===== src/rtl/cap_touch_scanner_pkg.sv =====
// Shared definitions for the capacitive pad scanner: FSM encoding and default timing constants.
package cap_touch_scanner_pkg;

   typedef enum logic [1:0] {
      ST_IDLE    = 2'd0,
      ST_CHARGE  = 2'd1,
      ST_MEASURE = 2'd2,
      ST_EVAL    = 2'd3
   } scan_state_t;

   localparam int N_SENSORS_DEF      = 9;
   localparam int CNT_W_DEF          = 10;
   localparam int CHARGE_CYCLES_DEF  = 64;
   localparam int TIMEOUT_CYCLES_DEF = 1000;
   localparam int THRESHOLD_DEF      = 200;
   localparam int DEBOUNCE_DEF       = 4;

endpackage


===== src/rtl/cap_touch_scanner_pad_channel.sv =====
// One capacitive pad: input synchronizer, latch-on-fall discharge count, threshold,
// debounce and the sticky hit flag.
module cap_pad_channel
   import cap_touch_scanner_pkg::*;
#(
   parameter int CNT_W          = CNT_W_DEF,
   parameter int TIMEOUT_CYCLES = TIMEOUT_CYCLES_DEF,
   parameter int THRESHOLD      = THRESHOLD_DEF,
   parameter int DEBOUNCE       = DEBOUNCE_DEF
) (
   input  logic             clock,
   input  logic             reset,
   input  logic             pad_in,
   input  logic             measure,
   input  logic             commit,
   input  logic             eval,
   input  logic [CNT_W-1:0] timer,
   input  logic             clear,
   output logic             done,
   output logic [CNT_W-1:0] count,
   output logic             touch,
   output logic             hit
);

   localparam int               DB_W        = $clog2(DEBOUNCE + 1);
   localparam logic [DB_W-1:0]  DB_LAST     = DB_W'(DEBOUNCE - 1);
   localparam logic [CNT_W-1:0] TIMEOUT_VAL = CNT_W'(TIMEOUT_CYCLES);
   localparam logic [CNT_W-1:0] THRESH     = CNT_W'(THRESHOLD);

   logic             sync_a, sync_b;
   logic             latched;
   logic [CNT_W-1:0] work_cnt;
   logic [CNT_W-1:0] last_cnt;
   logic [DB_W-1:0]  db_cnt;
   logic             raw;
   logic             rise;

   // A pad counts as finished once it has latched or is seen low right now.
   assign done  = latched | ~sync_b;
   assign raw   = last_cnt > THRESH;
   assign rise  = eval && raw && !touch && (db_cnt == DB_LAST);
   assign count = last_cnt;

   always_ff @(posedge clock or negedge reset) begin
      if (!reset) begin
         sync_a   <= 1'b0;
         sync_b   <= 1'b0;
         latched  <= 1'b0;
         work_cnt <= '0;
         last_cnt <= '0;
         db_cnt   <= '0;
         touch    <= 1'b0;
         hit      <= 1'b0;
      end else begin
         sync_a <= pad_in;
         sync_b <= sync_a;

         if (!measure) begin
            latched <= 1'b0;
         end else if (!latched && !sync_b) begin
            latched  <= 1'b1;
            work_cnt <= timer;
         end

         // Only a completed scan replaces the visible count; aborted scans never commit.
         if (commit)
            last_cnt <= latched ? work_cnt : (!sync_b ? timer : TIMEOUT_VAL);

         if (eval) begin
            if (raw == touch) begin
               db_cnt <= '0;
            end else if (db_cnt == DB_LAST) begin
               db_cnt <= '0;
               touch  <= raw;
            end else begin
               db_cnt <= db_cnt + 1'b1;
            end
         end

         if (rise)
            hit <= 1'b1;
         else if (clear)
            hit <= 1'b0;
      end
   end

endmodule


===== src/rtl/cap_touch_scanner.sv =====
// Capacitive pad scanner: charge/measure/evaluate sequencer, shared measure timer,
// per-pad channels and the debug count mux.
module cap_touch_scanner
   import cap_touch_scanner_pkg::*;
#(
   parameter int N_SENSORS      = N_SENSORS_DEF,
   parameter int CNT_W          = CNT_W_DEF,
   parameter int CHARGE_CYCLES  = CHARGE_CYCLES_DEF,
   parameter int TIMEOUT_CYCLES = TIMEOUT_CYCLES_DEF,
   parameter int THRESHOLD      = THRESHOLD_DEF,
   parameter int DEBOUNCE       = DEBOUNCE_DEF
) (
   input  logic                 clock,
   input  logic                 reset,
   input  logic                 enable,
   input  logic [N_SENSORS-1:0] capacitive_sensors_in,
   output logic                 capacitive_sensors_out,
   input  logic                 clear_valid,
   input  logic [N_SENSORS-1:0] clear_mask,
   output logic [N_SENSORS-1:0] touch_state,
   output logic [N_SENSORS-1:0] hit_flags,
   output logic                 scan_done,
   input  logic [3:0]           dbg_sel,
   output logic [CNT_W-1:0]     dbg_count
);

   localparam int               SEL_W        = 4;
   localparam int               CC_W         = $clog2(CHARGE_CYCLES + 1);
   localparam logic [CC_W-1:0]  CHARGE_LAST  = CC_W'(CHARGE_CYCLES - 1);
   localparam logic [CNT_W-1:0] TIMEOUT_LAST = CNT_W'(TIMEOUT_CYCLES - 1);

   scan_state_t          state;
   logic [CC_W-1:0]      charge_cnt;
   logic [CNT_W-1:0]     timer;
   logic [N_SENSORS-1:0] done;
   logic                 all_done;
   logic                 measure;
   logic                 eval;
   logic                 commit;
   logic [CNT_W-1:0]     counts [N_SENSORS];

   assign all_done = &done;
   assign measure  = (state == ST_MEASURE);
   assign eval     = (state == ST_EVAL);
   // MEASURE spans at most TIMEOUT_CYCLES cycles; pads still high on the last one saturate.
   assign commit   = measure && enable && (all_done || timer == TIMEOUT_LAST);

   always_ff @(posedge clock or negedge reset) begin
      if (!reset) begin
         state                  <= ST_IDLE;
         capacitive_sensors_out <= 1'b0;
         scan_done              <= 1'b0;
         charge_cnt             <= '0;
         timer                  <= '0;
      end else begin
         scan_done <= 1'b0;
         case (state)
            ST_IDLE: begin
               capacitive_sensors_out <= 1'b0;
               if (enable) begin
                  state                  <= ST_CHARGE;
                  capacitive_sensors_out <= 1'b1;
                  charge_cnt             <= '0;
               end
            end
            ST_CHARGE: begin
               if (!enable) begin
                  state                  <= ST_IDLE;
                  capacitive_sensors_out <= 1'b0;
               end else if (charge_cnt == CHARGE_LAST) begin
                  state                  <= ST_MEASURE;
                  capacitive_sensors_out <= 1'b0;
                  timer                  <= '0;
               end else begin
                  charge_cnt <= charge_cnt + 1'b1;
               end
            end
            ST_MEASURE: begin
               if (!enable) begin
                  state <= ST_IDLE;
               end else if (commit) begin
                  state     <= ST_EVAL;
                  scan_done <= 1'b1;
               end else begin
                  timer <= timer + 1'b1;
               end
            end
            ST_EVAL: begin
               if (enable) begin
                  state                  <= ST_CHARGE;
                  capacitive_sensors_out <= 1'b1;
                  charge_cnt             <= '0;
               end else begin
                  state <= ST_IDLE;
               end
            end
            default: begin
               state                  <= ST_IDLE;
               capacitive_sensors_out <= 1'b0;
            end
         endcase
      end
   end

   for (genvar g = 0; g < N_SENSORS; g++) begin : g_pad
      cap_pad_channel #(
         .CNT_W          (CNT_W),
         .TIMEOUT_CYCLES (TIMEOUT_CYCLES),
         .THRESHOLD      (THRESHOLD),
         .DEBOUNCE       (DEBOUNCE)
      ) u_pad (
         .clock   (clock),
         .reset   (reset),
         .pad_in  (capacitive_sensors_in[g]),
         .measure (measure),
         .commit  (commit),
         .eval    (eval),
         .timer   (timer),
         .clear   (clear_valid & clear_mask[g]),
         .done    (done[g]),
         .count   (counts[g]),
         .touch   (touch_state[g]),
         .hit     (hit_flags[g])
      );
   end

   always_comb begin
      dbg_count = '0;
      for (int i = 0; i < N_SENSORS; i++)
         if (dbg_sel == SEL_W'(i))
            dbg_count = counts[i];
   end

endmodule


===== config.mk =====
export PLATFORM = sky130hd
export DESIGN_NAME = cap_touch_scanner
export DESIGN_NICKNAME = d
export VERILOG_FILES = /design/src/rtl/cap_touch_scanner_pkg.sv /design/src/rtl/cap_touch_scanner_pad_channel.sv /design/src/rtl/cap_touch_scanner.sv
export SDC_FILE = /design/constraint.sdc
export NUM_CORES = 1
export LEC_CHECK = 0
export ABC_CLOCK_PERIOD_IN_PS = 4700
export CAP_MARGIN = 15
export CORE_MARGIN = 2
export CORE_UTILIZATION = 35
export CTS_CLUSTER_DIAMETER = 30
export CTS_CLUSTER_SIZE = 25
export DETAILED_ROUTE_END_ITERATION = 10
export PLACE_DENSITY_LB_ADDON = 0.08
export SLEW_MARGIN = 20
export SYNTH_ARGS = -nofsm -noshare
export SYNTH_HDL_FRONTEND = slang
export SYNTH_HIERARCHICAL = 1
export SYNTH_SLANG_ARGS = --single-unit

===== constraint.sdc =====
create_clock -name clock -period 4.7 [get_ports clock]
set_input_delay 0.705 -clock clock [delete_from_list [all_inputs] [get_ports clock]]
set_output_delay 0.705 -clock clock [all_outputs]
set_load 0.005 [all_outputs]

Yosys cells after proc, flatten, opt, wreduce, memory -nomap -nowiden
Cells that the tools add are included.
{"block": "classes", "add_sub_neg": 11, "n_mul": 0, "n_div": 0, "n_lt_le_gt_ge": 9, "eq_ne": 50, "shifts": 0, "muxes": 105, "n_bitwise": 36, "n_reduce_logical": 104}
{"operator": "$mux 10", "n": 31}
{"operator": "$gt 10x8->1 const B", "n": 9}
{"operator": "$mux 3", "n": 18}
{"operator": "$mux 1", "n": 44}
{"operator": "$logic_and 1x1->1", "n": 38}
{"operator": "$reduce_and 3->1", "n": 11}
{"operator": "$add 3x1->3 const B", "n": 9}
{"operator": "$eq 3x2->1 const B", "n": 9}
{"operator": "$logic_not 1->1", "n": 27}
{"operator": "$reduce_bool 2->1", "n": 11}
{"operator": "$mux 7", "n": 3}
{"operator": "$pmux 10 s2", "n": 1}
{"operator": "$ne 2x1->1 const B", "n": 9}
{"operator": "$not 1->1", "n": 18}
{"operator": "$reduce_and 2->1", "n": 9}
{"operator": "$eq 4x3->1 const B", "n": 4}
{"operator": "$ne 2x2->1 const B", "n": 8}
{"operator": "$pmux 7 s2", "n": 1}
{"operator": "$add 10x1->10 const B", "n": 1}
{"operator": "$eq 10x10->1 const B", "n": 1}
{"operator": "$mux 2", "n": 5}
{"operator": "$and 1x1->1", "n": 9}
{"operator": "$eq 1x1->1", "n": 9}
{"operator": "$or 1x1->1", "n": 9}
{"operator": "18 further kinds", "n": 21}
{"block": "totals", "register_bits": 273, "latch_bits": 0, "mem_bits_rw": 0, "romBits": 0, "in_bits": 26, "out_inout_bits": 30, "word_cells": 392, "n_memories": 0}

Longest topological paths before layout
{"block": "logic_depth", "depth_word": 10, "ltp_mapped": 12, "mapped_depth_nobuf": 8}

Hierarchy
The synthesis kept the hierarchy.
{"module": "cap_pad_channel", "instances": 9, "cells_each": 101, "area_each_um2": 1198.6, "seq_area_each_um2": 700.7}
{"module": "cap_touch_scanner", "instances": 1, "cells_each": 245, "area_each_um2": 2124.5, "seq_area_each_um2": 525.5}

Least setup slack after synthesis
No wires, ideal clock.
{"block": "synth_path", "path_kind": "reg-to-reg", "startpoint": "register timer[0]", "endpoint": "register g_pad[0].u_pad.last_cnt[4]", "setup_time_ns": 0.077, "t_arrival_ns": 2.735, "required_ns": 4.623, "slack_ns": 1.887, "stages_incl_launch_ff": 11, "n_path_buf": 3, "cell_sequence": "dfrtp_1 -> ha_1 -> and3_1 -> and4_1 -> o21a_1 -> clkbuf_1 -> and2_1 -> clkbuf_1 -> clkbuf_1 -> nor2_1 -> a21oi_1"}
{"block": "synth_between", "elab_chain_cells": 3}
{"item": "start, declared", "line_no": "cap_touch_scanner.sv:34", "rtl": "logic [CNT_W-1:0] timer;"}
{"item": "start signal, assigned", "line_no": "cap_touch_scanner.sv:85", "rtl": "timer <= timer + 1'b1;"}
{"item": "$eq 10x10->1", "line_no": "cap_touch_scanner.sv:46", "rtl": "assign commit = measure && enable && (all_done || timer == TIMEOUT_LAST);"}
{"item": "$logic_or 1x1->1", "line_no": "cap_touch_scanner.sv:46"}
{"item": "$logic_and 1x1->1", "line_no": "cap_touch_scanner.sv:46"}
{"item": "via commit", "line_no": "cap_touch_scanner.sv:39", "rtl": "logic commit;"}
{"item": "end signal, assigned", "line_no": "cap_touch_scanner_pad_channel.sv:67", "rtl": "last_cnt <= latched ? work_cnt : (!sync_b ? timer : TIMEOUT_VAL);"}
{"item": "end, declared", "line_no": "cap_touch_scanner_pad_channel.sv:33", "rtl": "logic [CNT_W-1:0] last_cnt;"}
The timed path passes the listed nets, and every way through them passes these cells.
A chain may end at the register's enable or synchronous reset.

Final worst setup path
{"block": "layout_path", "startpoint": "input dbg_sel[1]", "endpoint": "output dbg_count[8]"}
{"block": "layout_between", "elab_chain_cells": 10}
{"item": "start, declared", "line_no": "cap_touch_scanner.sv:23", "rtl": "input logic [3:0] dbg_sel,"}
{"item": "$logic_not 4->1", "line_no": "cap_touch_scanner.sv:130", "rtl": "if (dbg_sel == SEL_W'(i))"}
{"item": "$mux 10 (8 in series)", "line_no": "cap_touch_scanner.sv:130"}
{"item": "$mux 10 *", "line_no": "cap_touch_scanner.sv:130"}
{"item": "end, declared", "line_no": "cap_touch_scanner.sv:24", "rtl": "output logic [CNT_W-1:0] dbg_count"}
Every way passes the cells marked *; elsewhere a longest branch is shown, timed or not.

==> results.yml <==
worst_setup_path:
  r2r-end: "g_pad[4].u_pad/count[8]$_DFFE_PN0P_"
  crit_path_max_fanout: 10
  timing.critical_path.slowest_stage_cell: "clkdlybuf4s50_1"
  crit_required_ns: 3.99
  crit_chain: "clkdlybuf4s50_1, buf_4, mux4_2, nor2b_1, a31oi_1, o211ai_1, clkdlybuf4s50_1"
  r2r_slack_ns: 1.14
  worst_setup_path_end_kind: "output port"
  r2r-start: "g_pad[2].u_pad/latched$_DFFE_PN0P_"
  crit_path_max_incr_delay_ns: 0.73
  crit_path_frequent_cell: "clkdlybuf4s50_1"
  critical_path_class: "in -> out"
  critPathArrivalTime_ns: 3.13
  rr_worst_depth: 8
  cp-start-kind: "primary input"
yosys:
  synth_area_mm2: 0.0129
  synth_fp_nets: 1195
  postSynthCellCount: 1154
  synth-compound-area-share: 0.179
  synth-simple-area-share: 0.105
  synth_edf_count: 0
  synth_mux_area_frac: 0.118
  synth_ff_type: "dfrtp_1"
  yosys_warnings: 6
  synthXorXnorAreaFrac: 0.00610
  synth_top_family_by_area: "compound AO/OA/AOI/OAI gates"
  syn_area_per_cell_um2: 11.2
  synthAdderAreaFrac: 0.0145
  ys_seq_elements: 273
  synth-seq-area-share: 0.529
  synthArstFlopShare: 1.00
  synth_cell_types: 54
drt:
  route.vias.total: 9526
  via_per_inst: 5.33
  drc: 0
  routed_wl_um: 35200
  antenna_left: 0
  drt_iter0_drc: 530
  first_pass_iters: 5
  wl_per_cell_um: 19.7
timing:
  worst_pin_slew_ns: 1.12
  hold_viol_final: 0
  slew_headroom: 0.254
  finalSetupTns_ns: 0
  period_minus_slack_ns: 3.83
  max_freq_mhz: 261
  final-setup-viol-count: 0
  fin_crit_sh: 0.815
  drv_slew: 0
  holdWs_ns: 0.163
  clock_skew_ns: 0.0184
  rsz0062_at_grt: "no"
floorplanning:
  dieArea_mm2: 0.0384
  floorplan.rows: 70
  pin_count: 56
  core_mm2: 0.0364
  die_y_um: 196
  die_w_um: 196
  initial_core_util: 0.354
cts:
  ctsHoldBuffers: 0
  cts_buffers: 76
  clk_pin_slew_worst_paths_ns: 0.04
  cts.sinks: 273
  cts_buffer_depth: 3
  cts_setup_buffers: 0
  cts-root-buf: "clkbuf_16"
  post_cts_resized: 0
  cts_tree: "done"
  htree_levels: 3
  clk_latency_ns: 0.58
placed_design:
  hpwlAfterDp_um: 22300
  gp_congestion: 0.830
  portBuffers: 55
  placed_cells: 1645
  placed_area_mm2: 0.0140
final_layout:
  drive_gt1_frac: 0.226
  instances_no_fill: 1786
  nets: 1296
  fin_area_mm2: 0.0167
  syn2layout_area_growth_pct: 29.5
global_routing:
  grt_pass1_vias: 9602
  grt_pass1_wl_um: 55500
  grt-ovfl-total: 0
  antenna_found_initial: 1
  grt_max_degree: 97
  grt_use_total: 0.188
power_and_ir_drop:
  pwr-share-comb: 0.132
  switching_power_mw: 2.44
  power_density_mw_per_mm2: 565
  totalPowerFinal_mw: 9.45
  power_frac_seq: 0.302
  cellLeakagePower_nw: 7.60
  clockPowerShare: 0.566
  p_int_mw: 7.02
  irDropWorstVdd_v: 0.000366
  switching_share: 0.258
hold_path:
  hold_path.class: "in -> async"
status:
  status: "finished clean"
job:
  drv_cap: 0
-- per-layer routing --
metal,GRT usage,wire length (µm)
met3,0.0404,1520
met1,0.265,16900
met4,0.0679,628
met2,0.286,16100
met5,0,0
-- layout make-up --
cell class                 count  area, µm²
multi-input combinational    739       5470
inverter                      91        342
antenna                        1       2.50
sequential                   273       6830
clock inverter                30        447
tap                          468        586
clock buffer                 110       2300
timing repair buffer          74        743
fill                        3410      19700
-- state kept, by name, indices dropped and copies added (netlist names), 2 cells and up --
register,cells
g_pad.u_pad/hit,9
g_pad.u_pad/sync_a,9
g_pad.u_pad/touch,9
g_pad.u_pad/count,90
state,2
g_pad.u_pad/latched,9
g_pad.u_pad/sync_b,9
g_pad.u_pad/work_cnt,90
g_pad.u_pad/db_cnt,27
charge_cnt,7
timer,10
-- synthesized netlist by cell type, drive strengths merged (10+ instances only) --
| library cell | instances | area share |
|---|---|---|
| dfrtp | 273 | 0.53 |
| nand2 | 66 | 0.019 |
| a22oi | 41 | 0.024 |
| buf | 24 | 0.014 |
| ha | 15 | 0.015 |
| mux4 | 10 | 0.017 |
| mux2i | 18 | 0.014 |
| o21ai | 84 | 0.033 |
| o31ai | 11 | 0.0068 |
| nor3 | 12 | 0.0047 |
| a21oi | 44 | 0.017 |
| inv | 91 | 0.026 |
| o221ai | 48 | 0.033 |
| nor2 | 93 | 0.027 |
| mux2 | 99 | 0.086 |
| or2 | 12 | 0.0058 |
| o211ai | 15 | 0.0087 |
| a211o | 10 | 0.0068 |
| and2 | 30 | 0.015 |
| nand3 | 12 | 0.0047 |
| clkbuf | 27 | 0.0078 |
| nor2b | 14 | 0.0068 |
-- cell families after synthesis --
| logic type | count (synthesis) |
|---|---|
| AND/OR/NAND/NOR | 274 |
| buffers and inverters | 142 |
| adder cells (fa/ha/maj) | 15 |
| AO/OA/AOI/OAI | 314 |
| flip-flops | 273 |
| multiplexers | 127 |
| XOR/XNOR | 9 |
-- metrics by stage --
step | worst slack [ns] | util
detailed placement | 0.960 | 0.383
global placement | 0.995 | 0.383
CTS | 0.953 | 0.459
finish | 0.868 | 0.459
global route | 0.865 | 0.459
floorplan | 1.89 | -
-- critical path: cells and delay by family --
kind | cells | cell delay, ns
buffers and inverters | 3 | 1.48
AO/OA/AOI/OAI | 2 | 0.48
multiplexers | 1 | 0.31
AND/OR/NAND/NOR | 1 | 0.14
-- layout by cell type, fill, tap and decap left out, drive strengths merged, types with 18 or more instances in the layout --
| master | synthesis | layout |
|---|---|---|
| a21oi | 44 | 44 |
| a22oi | 41 | 41 |
| and2 | 30 | 30 |
| buf | 24 | 21 |
| clkbuf | 27 | 110 |
| clkdlybuf4s50 | 0 | 53 |
| dfrtp | 273 | 273 |
| inv | 91 | 93 |
| mux2 | 99 | 99 |
| mux2i | 18 | 18 |
| nand2 | 66 | 66 |
| nor2 | 93 | 93 |
| o21ai | 84 | 84 |
| o221ai | 48 | 48 |
-- power groups by stage --
stage	Combinational, mW	Sequential, mW	Clock, mW
CTS	1.27	2.86	5.47
finish	1.25	2.86	5.35
detailed placement	1.26	2.89	0
global placement	1.24	2.89	0
global route	1.41	2.90	5.61
floorplan	0.837	2.84	0
-- how the worst max path moves through the flow --
| stage | from | to | slack, ns |
|---|---|---|---|
| CTS | dbg_sel[1] | dbg_count[8] | 0.95 |
| detailed placement | dbg_sel[1] | dbg_count[8] | 0.96 |
| global route | dbg_sel[1] | dbg_count[8] | 0.87 |
| global placement | dbg_sel[1] | dbg_count[8] | 1.0 |
| finish | dbg_sel[1] | dbg_count[8] | 0.87 |
| floorplan | timer[0]$_DFFE_PN0P_ | g_pad[0].u_pad/count[4]$_DFFE_PN0P_ | 1.89 |
Power figures use the tool's default switching activity.
==> edit 1 (same flow settings) <==
`N_SENSORS_DEF`: 9 -> 10.
--- a/src/rtl/cap_touch_scanner_pkg.sv
+++ b/src/rtl/cap_touch_scanner_pkg.sv
@@ -8,7 +8,7 @@
       ST_EVAL    = 2'd3
    } scan_state_t;
 
-   localparam int N_SENSORS_DEF      = 9;
+   localparam int N_SENSORS_DEF      = 10;
    localparam int CNT_W_DEF          = 10;
    localparam int CHARGE_CYCLES_DEF  = 64;
    localparam int TIMEOUT_CYCLES_DEF = 1000;
Ports: changed (resized capacitive_sensors_in, clear_mask, hit_flags and touch_state); port bits go from 56 to 60. No check against the original RTL was run, so the function may have changed too.
==> edit 1 against the unedited design <==
Total power increased by 8.3%. Area after synthesis increased by 11%. Wire length increased by 14%. Worst hold slack got worse by 0.039 ns. Setup slack improved by 0.049 ns. Design area increased by 11%. First-iteration DRC count increased by 29%. Count of clock-buffer cells in the layout decreased by 2. Sequential cell count increased by 28. Critical path type unchanged. Highest routed layer unchanged.
==> edit 1: results (changes against the unedited design) <==
cts_inserted_buffers: 84  # +11%
synth_area_leaders: "dfrtp_1 (53%), mux2_2 (9.4%), o221ai_1 (3.6%), o21ai_0 (3.6%), nor2_1 (2.6%)"
synthAdderAreaFrac: 0.0148  # +0.000307
grt_pass1_wl_um: 62900  # +13%
finalNetCount: 1451  # +12%
grt_util_met1: 0.268  # +0.00361
finish.utilization: 0.455  # -0.00433
via_per_inst: 5.30  # -0.57%
worst_pin_slew_ns: 1.01  # -0.107 ns
ys_types: 61  # +13%
grt_pass1_vias: 10700  # +12%
grt_max_degree: 99  # +2.1%
r2r-start: "state[0]"
synthMuxAreaShare: 0.114  # -0.00406
num-fill-cells: 3761  # +10%
clock_skew_ns: 0.0217  # +0.00334 ns
synth_compound_area_frac: 0.182  # +0.00323
clock_latency_ns: 0.60  # +0.02 ns
crit_fanout: 35  # +25
ys_seq_area_frac: 0.526  # -0.00349
outcome: "completed"
antenna_found_initial: 0  # -1
place_congestion: 0.805  # -2.9%
cp.arrival_ns: 3.08  # -0.05 ns
postPlaceCellArea_sq_um: 15500  # +11%
grt.total_usage: 0.194  # +0.00612
synth_common_cells: "dfrtp_1 (301), mux2_2 (120), o21ai_0 (102)"
syn_nets: 1339  # +12%
==> edit 1: final timing paths <==
kind,to,slack [ns],depth (start not counted)
setup / recovery,dbg_count[6],0.92,8
hold / removal,g_pad[1].u_pad/sync_a,0.12,1
setup reg to reg,g_pad[1].u_pad/count[8],1.69,8
hold reg to reg,g_pad[0].u_pad/sync_b,0.35,0
max in group asynchronous,g_pad[7].u_pad/db_cnt[0],3.50,2
min in group clock,g_pad[0].u_pad/sync_b,0.35,0
==> edit 1: layer usage <==
layer  vias to the layer above  part of all wire
met4                         0             0.019
met2                       226              0.45
met3                        56             0.052
met5                         -                 0
met1                      5355              0.48
li1                       4996                 -
==> edit 1: final cells by class <==
| class | count | area share |
|---|---|---|
| Clock inverter | 44 | 0.0327 |
| Sequential cell | 301 | 0.408 |
| Timing Repair Buffer | 83 | 0.0444 |
| Tap cell | 532 | 0.0360 |
| Inverter | 99 | 0.0201 |
| Clock buffer | 108 | 0.128 |
| Multi-Input combinational cell | 837 | 0.331 |
| Antenna cell | 1 | 0.000135 |
==> edit 1: metrics by stage <==
step,std cells,worst slack [ns]
after CTS,2004,0.951
after detailed placement,1852,0.955
after floorplan,1294,2.02
final,2005,0.917
after global placement,1852,1.03
after global routing,2004,0.829
==> edit 1: logic make-up after synthesis <==
logic type / after synthesis
multiplexers: 144
flip-flops: 301
adder cells (fa/ha/maj): 17
AO/OA/AOI/OAI: 357
XOR/XNOR: 10
buffers and inverters: 156
AND/OR/NAND/NOR: 309
==> edit 1: power by group through the flow <==
stage                     combinational, mW  sequential (mW)  clock, mW
after floorplan                       0.853             3.07          0
after global placement                 1.25             3.15          0
after detailed placement               1.27             3.15          0
after CTS                              1.28             3.11       5.99
after global routing                   1.43             3.15       6.14
final                                  1.26             3.11       5.87
==> edit 2 (same flow settings) <==
Without the edit above. Re-encode `scan_state_t` (4 states) as one-hot, 4 bits wide.
--- a/src/rtl/cap_touch_scanner_pkg.sv
+++ b/src/rtl/cap_touch_scanner_pkg.sv
@@ -1,11 +1,11 @@
 // Shared definitions for the capacitive pad scanner: FSM encoding and default timing constants.
 package cap_touch_scanner_pkg;
 
-   typedef enum logic [1:0] {
-      ST_IDLE    = 2'd0,
-      ST_CHARGE  = 2'd1,
-      ST_MEASURE = 2'd2,
-      ST_EVAL    = 2'd3
+   typedef enum logic [3:0] {
+      ST_IDLE    = 4'b0001,
+      ST_CHARGE  = 4'b0010,
+      ST_MEASURE = 4'b0100,
+      ST_EVAL    = 4'b1000
    } scan_state_t;
 
    localparam int N_SENSORS_DEF      = 9;
Behaviour: no difference found for any inputs over 4 cycles, from zero or initial values and one cycle with reset low; so few cycles prove little.
==> edit 2 against the unedited design <==
Wire length shrank 0.83%. First-iteration DRC count increased by 14%. Die area decreased by 0.59%. Critical path depth fell by 1. Worst hold slack improved by 0.025 ns. Setup slack got worse by 0.13 ns. Sequential cell count grew 2. Synthesized cell count shrank 2.7%. Final cell count shrank 1.1%. Design area grew 0.25%. Area after synthesis decreased by 0.60%. Highest routed layer unchanged.
Power is not compared: it rests on default switching activity, and its combinational part moved more than twofold at a synthesized area within 25%.
==> edit 2: results (changes against the unedited design) <==
slowest_delay_ns: 0.70  # -0.03 ns
drt_iter0_drc: 606  # +14%
grt_pass1_vias: 9523  # -0.82%
finalNetCount: 1267  # -2.2%
grt_max_degree: 107  # +10%
cp.arrival_ns: 3.26  # +0.13 ns
dp_hpwl_um: 22100  # -1.2%
cts_inserted_buffers: 80  # +5.3%
ys_types: 59  # +9.3%
syn_nets: 1160  # -2.9%
hold_class: "in2async"
via_per_inst: 5.22  # -2.2%
antenna_found_initial: 0  # -1
grt_pass1_wl_um: 55600  # +0.14%
firstDrtPassIters: 7  # +2
drive_gt1_frac: 0.241  # +0.0151
synth_area_leaders: "dfrtp_1 (53%), mux2_2 (9.3%), o221ai_1 (3.5%), a22oi_1 (2.9%), o21ai_0 (2.8%)"
outcome: "completed"
postPlaceCellArea_sq_um: 13900  # -0.47%
dp.cells: 1616  # -1.8%
worst_pin_slew_ns: 1.03  # -0.0901 ns
fp-row-count: 70  # unchanged
synth_common_cells: "dfrtp_1 (274), mux2_2 (106), nor2_1 (95)"
pre_cts_slack_ns: 0.721  # -0.239 ns
clock_skew_ns: 0.0128  # -0.00564 ns
crit_family: "buffers and inverters"
post_cts_buffers: 0  # unchanged
crit_fanout: 12  # +2
stdcell_count: 1766  # -1.1%
grt.total_usage: 0.189  # +0.00105
wire_per_inst_um: 19.7  # +0.29%
ys_seq_area_frac: 0.536  # +0.00719
avgSynthCellArea_sq_um: 11.4  # +2.1%
place_congestion: 0.808  # -2.6%
edit 2: changes by cell type after synthesis, moves of 4 or more:
| cell | before | now |
|---|---|---|
| a21oi_1 | 44 | 36 |
| a22o_1 | 7 | 1 |
| a22oi_1 | 41 | 49 |
| ha_1 | 15 | 11 |
| mux2_2 | 99 | 106 |
| mux2i_1 | 18 | 4 |
| mux4_2 | 10 | 14 |
| nand4_1 | 1 | 5 |
| o21ai_1 | 8 | 0 |
| o31ai_1 | 10 | 2 |
| or4_1 | 6 | 0 |
| xor2_1 | 0 | 5 |
edit 2: final timing paths:
path	from	end	slack, ns
worst max-delay path	dbg_sel[3]	dbg_count[2]	0.74
worst min register to register	g_pad[3].u_pad/sync_a	g_pad[3].u_pad/sync_b	0.34
max in group asynchronous	reset	g_pad[1].u_pad/touch	3.51
worst min-delay path	reset	g_pad[8].u_pad/work_cnt[0]	0.19
worst max register to register	g_pad[0].u_pad/latched	g_pad[1].u_pad/count[8]	1.74
min in group clock	g_pad[3].u_pad/sync_a	g_pad[3].u_pad/sync_b	0.34
edit 2: per-stage QoR:
stage	util	hold slack [ns]	total power, mW
2_1_floorplan	-	0.331	2.51
3_3_place_gp	0.382	0.333	2.62
3_5_place_dp	0.382	0.335	2.62
4_1_cts	0.461	0.229	8.36
5_1_grt	0.461	0.247	8.53
6_report	0.461	0.189	8.24
edit 2: report_power, final:
group          total [mW]  switching (mW)  leakage [nW]  internal, mW
sequential           2.41          0.0164          3.56          2.39
clock                5.66            1.57          1.41          4.09
combinational       0.168           0.105          2.77        0.0630
total                8.24            1.69          7.73          6.55
edit 2: kinds of logic (layout without fill, tap and decap cells):
group	after synthesis	after routing	share of synthesized area
AOI/OAI and AO/OA	285	285	0.167
xor gates and xnor gates	15	15	0.0102
adders and majority gates	11	11	0.0107
buffers and inverters	139	313	0.0478
DFF	275	275	0.536
muxes	124	124	0.121
other	0	1	0
and+or+nand+nor	274	274	0.108
edit 2: final cells by class:
class | count | area (sq um)
multi-input cells | 709 | 5350
repair buffers | 74 | 743
clock buffers | 108 | 2250
diodes | 1 | 2.50
inverters | 90 | 340
fillers | 3343 | 19600
well taps | 468 | 586
clock inverters | 41 | 612
flip-flops and latches | 275 | 6880
edit 2: per-layer routing:
| metal | GRT usage | vias up | routed length, um |
|---|---|---|---|
| met5 | 0 | - | 0 |
| met4 | 0.0690 | 0 | 829 |
| met3 | 0.0444 | 57 | 1530 |
| met2 | 0.281 | 221 | 15500 |
| met1 | 0.269 | 4573 | 17000 |
| li1 | - | 4365 | - |
